$ cat src/rtl/spi_xip_cache_ahbl.sv
// spi_xip_cache_ahbl
//   Read-only AHB-Lite slave giving execute-in-place access to a single-bit
//   SPI NOR flash (command 0x03). A direct-mapped line cache fronts the flash:
//   hits complete with zero wait states, misses stall while a whole line is
//   fetched over SPI.
// Ports
//   HCLK, HRESETn            : clock, async active-low reset
//   HSEL/HADDR/HTRANS/HWRITE/HREADY : AHB-Lite address phase
//   HREADYOUT, HRDATA        : AHB-Lite data phase response
//   sck, ce_n, mosi, miso    : SPI mode-0 flash pins, sck = HCLK/2
module spi_xip_cache_ahbl #(
  parameter int NUM_LINES = 16,
  parameter int LINE_SIZE = 16
) (
  input  logic        HCLK,
  input  logic        HRESETn,
  input  logic        HSEL,
  input  logic [31:0] HADDR,
  input  logic [1:0]  HTRANS,
  input  logic        HWRITE,
  input  logic        HREADY,
  output logic        HREADYOUT,
  output logic [31:0] HRDATA,
  output logic        sck,
  output logic        ce_n,
  input  logic        miso,
  output logic        mosi
);
  localparam int OFF_W  = $clog2(LINE_SIZE);
  localparam int IDX_W  = $clog2(NUM_LINES);
  localparam int TAG_W  = 24 - OFF_W - IDX_W;
  localparam int WPL    = LINE_SIZE / 4;
  localparam int WI_W   = (OFF_W > 2) ? OFF_W - 2 : 1;
  localparam int LINE_W = LINE_SIZE * 8;
  localparam int CNT_W  = $clog2(LINE_W);

  localparam logic [CNT_W-1:0] CMD_LAST  = CNT_W'(7);
  localparam logic [CNT_W-1:0] ADDR_LAST = CNT_W'(23);
  localparam logic [CNT_W-1:0] DATA_LAST = CNT_W'(LINE_W - 1);

  typedef enum logic [2:0] {IDLE, CMD, ADDR, DATA, DONE} state_t;

  // data-phase request captured at the address phase
  typedef struct packed {
    logic        rd;
    logic [23:0] addr;
  } req_t;

  req_t                              dp;
  state_t                            state, state_nx;
  logic [NUM_LINES-1:0]              valid;
  logic [NUM_LINES-1:0][TAG_W-1:0]   tags;
  logic [NUM_LINES-1:0][WPL-1:0][31:0] line_data;

  logic [IDX_W-1:0]  dp_idx;
  logic [TAG_W-1:0]  dp_tag;
  logic [OFF_W-1:0]  boff;
  logic [WI_W-1:0]   word_idx;
  logic              hit, miss;

  logic              ph;     // 0: sck low half of a bit, 1: sck high half
  logic [CNT_W-1:0]  cnt;
  logic [31:0]       tx_sh;
  logic [LINE_W-1:0] rx_sh;
  logic [LINE_SIZE-1:0][7:0] fill_bytes;
  logic              unused_hi;

  assign unused_hi = ^HADDR[31:24];

  // ---------------- AHB address/data phase ----------------
  always_ff @(posedge HCLK or negedge HRESETn) begin
    if (!HRESETn) begin
      dp <= '0;
    end else if (HREADY) begin
      dp.rd   <= HSEL & HTRANS[1] & ~HWRITE;
      dp.addr <= HADDR[23:0];
    end
  end

  assign dp_idx   = dp.addr[OFF_W +: IDX_W];
  assign dp_tag   = dp.addr[23 -: TAG_W];
  assign boff     = dp.addr[OFF_W-1:0];
  assign word_idx = WI_W'(boff >> 2);

  assign hit  = valid[dp_idx] && (tags[dp_idx] == dp_tag);
  assign miss = dp.rd & ~hit;

  // A miss holds the bus until DONE installs the line; the following cycle
  // turns into a hit and returns the word.
  assign HREADYOUT = ~miss;
  assign HRDATA    = (dp.rd && hit) ? line_data[dp_idx][word_idx] : 32'h0;

  // ---------------- fill FSM ----------------
  always_ff @(posedge HCLK or negedge HRESETn) begin
    if (!HRESETn) state <= IDLE;
    else          state <= state_nx;
  end

  always_comb begin
    state_nx = state;
    case (state)
      IDLE: if (miss)                     state_nx = CMD;
      CMD:  if (ph && cnt == CMD_LAST)    state_nx = ADDR;
      ADDR: if (ph && cnt == ADDR_LAST)   state_nx = DATA;
      DATA: if (ph && cnt == DATA_LAST)   state_nx = DONE;
      DONE:                               state_nx = IDLE;
      default:                            state_nx = IDLE;
    endcase
  end

  always_comb begin
    ce_n = 1'b1;
    sck  = 1'b0;
    mosi = 1'b0;
    case (state)
      CMD, ADDR: begin
        ce_n = 1'b0;
        sck  = ph;
        mosi = tx_sh[31];
      end
      DATA: begin
        ce_n = 1'b0;
        sck  = ph;
      end
      default: ;
    endcase
  end

  // ---------------- SPI shifters ----------------
  // sck rises on the edge leaving ph=0, so miso is captured on that edge;
  // mosi advances on the edge leaving ph=1, i.e. as sck falls.
  always_ff @(posedge HCLK or negedge HRESETn) begin
    if (!HRESETn) begin
      ph    <= 1'b0;
      cnt   <= '0;
      tx_sh <= '0;
      rx_sh <= '0;
    end else if (state == IDLE) begin
      ph    <= 1'b0;
      cnt   <= '0;
      tx_sh <= {8'h03, dp_tag, dp_idx, {OFF_W{1'b0}}};
    end else if (state != DONE) begin
      ph <= ~ph;
      if (!ph && state == DATA) rx_sh <= {rx_sh[LINE_W-2:0], miso};
      if (ph) begin
        tx_sh <= {tx_sh[30:0], 1'b0};
        cnt   <= (state_nx != state) ? '0 : cnt + 1'b1;
      end
    end
  end

  // First received byte sits at the top of rx_sh; it belongs at line byte 0.
  always_comb begin
    fill_bytes = '0;
    for (int k = 0; k < LINE_SIZE; k++)
      fill_bytes[k] = rx_sh[(LINE_SIZE-1-k)*8 +: 8];
  end

  // ---------------- cache arrays ----------------
  always_ff @(posedge HCLK or negedge HRESETn) begin
    if (!HRESETn) begin
      valid <= '0;
      tags  <= '0;
    end else if (state == DONE) begin
      valid[dp_idx] <= 1'b1;
      tags[dp_idx]  <= dp_tag;
    end
  end

  always_ff @(posedge HCLK) begin
    if (state == DONE) line_data[dp_idx] <= fill_bytes;
  end

endmodule

$ cat config.mk
export PLATFORM = sky130hd
export DESIGN_NAME = spi_xip_cache_ahbl
export DESIGN_NICKNAME = d
export VERILOG_FILES = /design/src/rtl/spi_xip_cache_ahbl.sv
export SDC_FILE = /design/constraint.sdc
export NUM_CORES = 2
export LEC_CHECK = 0
export BUFFER_PORTS_ARGS = -buffer_cell sky130_fd_sc_hd__clkbuf_2
export CORE_MARGIN = 2
export CORE_UTILIZATION = 59
export CTS_BUF_LIST = sky130_fd_sc_hd__clkbuf_4 sky130_fd_sc_hd__clkbuf_8
export DETAILED_ROUTE_END_ITERATION = 10
export PLACE_DENSITY = 0.82
export RECOVER_POWER = 50
export SLEW_MARGIN = 40
export SYNTH_ARGS = -nofsm -noshare
export SYNTH_HDL_FRONTEND = slang
export SYNTH_SLANG_ARGS = --single-unit
export TNS_END_PERCENT = 10
$ cat constraint.sdc
create_clock -name HCLK -period 6.3 [get_ports HCLK]
set_input_delay 0.63 -clock HCLK [delete_from_list [all_inputs] [get_ports HCLK]]
set_output_delay 0.63 -clock HCLK [all_outputs]
set_load 0.02 [all_outputs]
==> results.md <==
* Period minus WS final at 5.83 ns
* EDFF count, synth at between 2000 and 2500
* Vias per Instance at about 6.5
* Row count at about 150
* Longest Clk Path Bufs at 4
* Synth Flop Type: edfxtp_1
* CTS Buf Count at 393
* Commonest cells post-synth: edfxtp_1, mux4_2, dfrtp_1, nand2_1, mux2_2
* Total track usage at 0.262
* Worst-path clk slew at 0.06 ns
* DRT Pass-1 Iters at 5
* Main area contributors after synthesis: edfxtp_1, mux4_2, dfrtp_1
* Final setup viols at 0
* Logic pwr share at 0.051
* Most frequent cell after synthesis: edfxtp_1
* RR Endpoint: line_data[1746]
* RePlAce Congestion at 0.746
* Critical Path Sink: HRDATA[2]
* Worst r2r src: dp[4]
* Yosys top cell by area: edfxtp_1
* Vias in the first global route at 49900
* Critical path endpoint category: output pin
* CP max FO at 70
* CTS sink cnt at roughly 2500
* Data required, critical path at 5.67 ns
* Fin Clk Skew at 0.109 ns
* Switching share of power at 0.218
* Synth async-reset ratio at 0.184
* Syn Area/Cell at approximately 22 um2
* Nets@finish at 4855
* Post_cts resized at 0
* Routed vias at 47300
* Ys Warns at 0
* Slew Limit Fails at ~320
* Psw at 7.33 mW
* CTS tree: done
* Worst Setup SP: dp[4]
* Non-Filler Instances at 7317
* Max VDD drop at 0.269 mV
* P&R area growth vs syn at 12.1%
* Fin Setup TNS at 0 ns
* Initial DRC Count at 6615
* Leak Pwr at 34.2 nW
* IO Port Bufs at 64
* Max-cap violations at 7
* Total wire length at 222000 um
* Flops & latches, synth at 2510
* Clock network power share at 0.409
* R2R Setup Slk at roughly 2.5 ns
* Status: finished, violations left
* Dpl hpwl at 112000 um
* DR WL/cell at 30.3 um
* Initial Utilization at 0.593
* Global route overflow at 0
* RSZ-0062 raised after global routing: no
* Synth top area share at 0.629
* CP arrival at 5.20 ns
* Chip height at 411 um
* Internal Pwr Total at 26.2 mW
* Root buffer cell: clkbuf_8
* Period utilisation layout at 0.925
* Reg2Reg Depth at 6
* H-tree depth at 5
* Initial antenna violation count at 5
* Slew @ Worst Pin at between 3 and 4 ns
* Achievable frequency at about 170 MHz
* CORE AREA at about 160000 um2
* Share of cells above drive strength 1 at 0.380
* Final instance area at around 110000 um2
* Placed insts at 6571
* Ports at 76
* Antenna viol nets, final at 0
* Largest net degree at the start of global routing at 140
* Pwr/cell area at 306 nW/um2
* Flop pwr share at 0.539
* Critical path launch point type: flop
* Seq/Total Area, Yosys at 0.747
* Cells after Synth at 4476
* Global-route wire length before repair at between 300000 and 400000 um
* Die W at 411 um
* Slew headroom at -1.18
* Final Hold Viols at 0
* Syn nets at 4517
* Violated checks: max-capacitance violations, max-slew violations
* Critical path class: flop to output pin
* Dpl cell area at 101000 um2
* Mapped cell area at 97800 um2
* HP Class: input port to flop
* Post-route DRC at 0
* Die Area at 169000 um2
* Unique cell type count in the Yosys netlist at 50
* Clock latency on the worst-skew pair at 1.10 ns
[critical path: stages, from the launching register on]
cell      delay [ns]
dfrtp_4         0.84
buf_12          0.52
buf_4           0.57
mux4_2          0.63
mux4_2          0.52
mux4_2          0.62
nor2b_4         0.17
clkbuf_2        0.15
[state kept, by name, summed over array words and instances, names as in the netlist]
register,count
boff,2
cnt,7
tx_sh,28
line_data,2048
ph,1
rx_sh,128
dp,21
tags,256
state,3
valid,16
[repair_timing]
| action | 4_1_cts | 5_1_grt |
|---|---|---|
| buffers inserted | 1 | 4 |
| endpoints found under the setup margin | 27 | 3 |
| hold endpoints to repair | 108 | 0 |
| hold buffers | 26 | 0 |
| pin swaps | 0 | 0 |
[stage by stage]
stage          total power [mW]  utilization  hold WS [ns]  worst slack, ns
2_1_floorplan              19.6            -         0.334            0.335
5_1_grt                    34.5        0.665         0.280            0.123
4_1_cts                    33.7        0.664         0.189           0.0605
3_5_place_dp               20.2        0.614         0.450             1.17
3_3_place_gp               20.1        0.613         0.444             1.25
6_report                   33.6        0.665         0.304            0.470
[power by group through the flow]
stage / sequential (mW) / clock [mW] / combinational, mW
after detailed placement: 18.5 / 0 / 1.70
after global placement: 18.5 / 0 / 1.64
after global routing: 18.1 / 14.6 / 1.85
final: 18.1 / 13.7 / 1.72
after CTS: 18.1 / 13.9 / 1.72
after floorplan: 18.3 / 0 / 1.32
[metal layers]
| metal | routed length (um) | share of wire | global-route usage |
|---|---|---|---|
| met1 | 80600 | 0.36 | 0.357 |
| met2 | 113000 | 0.51 | 0.431 |
| met3 | 21400 | 0.097 | 0.0529 |
| met4 | 6020 | 0.027 | 0.0868 |
| met5 | 52 | 0.00023 | 0 |
[layout make-up]
type,count,area [um2]
Multi-Input combinational cell,1689,23500
Clock inverter,73,337
Antenna cell,2,5.00
Tap cell,2189,2740
Inverter,10,97.6
Timing Repair Buffer,210,2180
Sequential cell,2510,73100
Fill cell,9575,55200
Clock buffer,634,7660
[kinds of logic after synthesis]
kind of cell | Yosys count | synth area share
AOI/OAI and AO/OA | 59 | 0.00400
DFF | 2510 | 0.747
xor gates and xnor gates | 26 | 0.00233
buffers and inverters | 277 | 0.0133
muxes | 1067 | 0.207
adders and majority gates | 1 | 0.000128
and+or+nand+nor | 536 | 0.0260
[worst min-delay path by stage]
stage | cells after the start | startpoint | to
after detailed placement | 1 | valid[8] | valid[8]
after global routing | 3 | HADDR[19] | dp[19]
after global placement | 1 | valid[8] | valid[8]
after CTS | 2 | HRESETn | rx_sh[21]
after floorplan | 0 | HRESETn | boff[2]
final | 3 | HADDR[18] | dp[18]
[placed cells by master, fill, tap and decap left out, types with 30 or more instances in the layout]
cell	n
edfxtp_1	2048
mux4_2	737
clkbuf_8	463
dfrtp_1	456
nand2_1	399
mux2_2	296
clkbuf_4	171
clkbuf_2	64
buf_4	53
buf_12	42
clkinv_1	39
mux2i_1	34
nor2b_4	30
No activity file was read; power rests on OpenSTA's default activity.
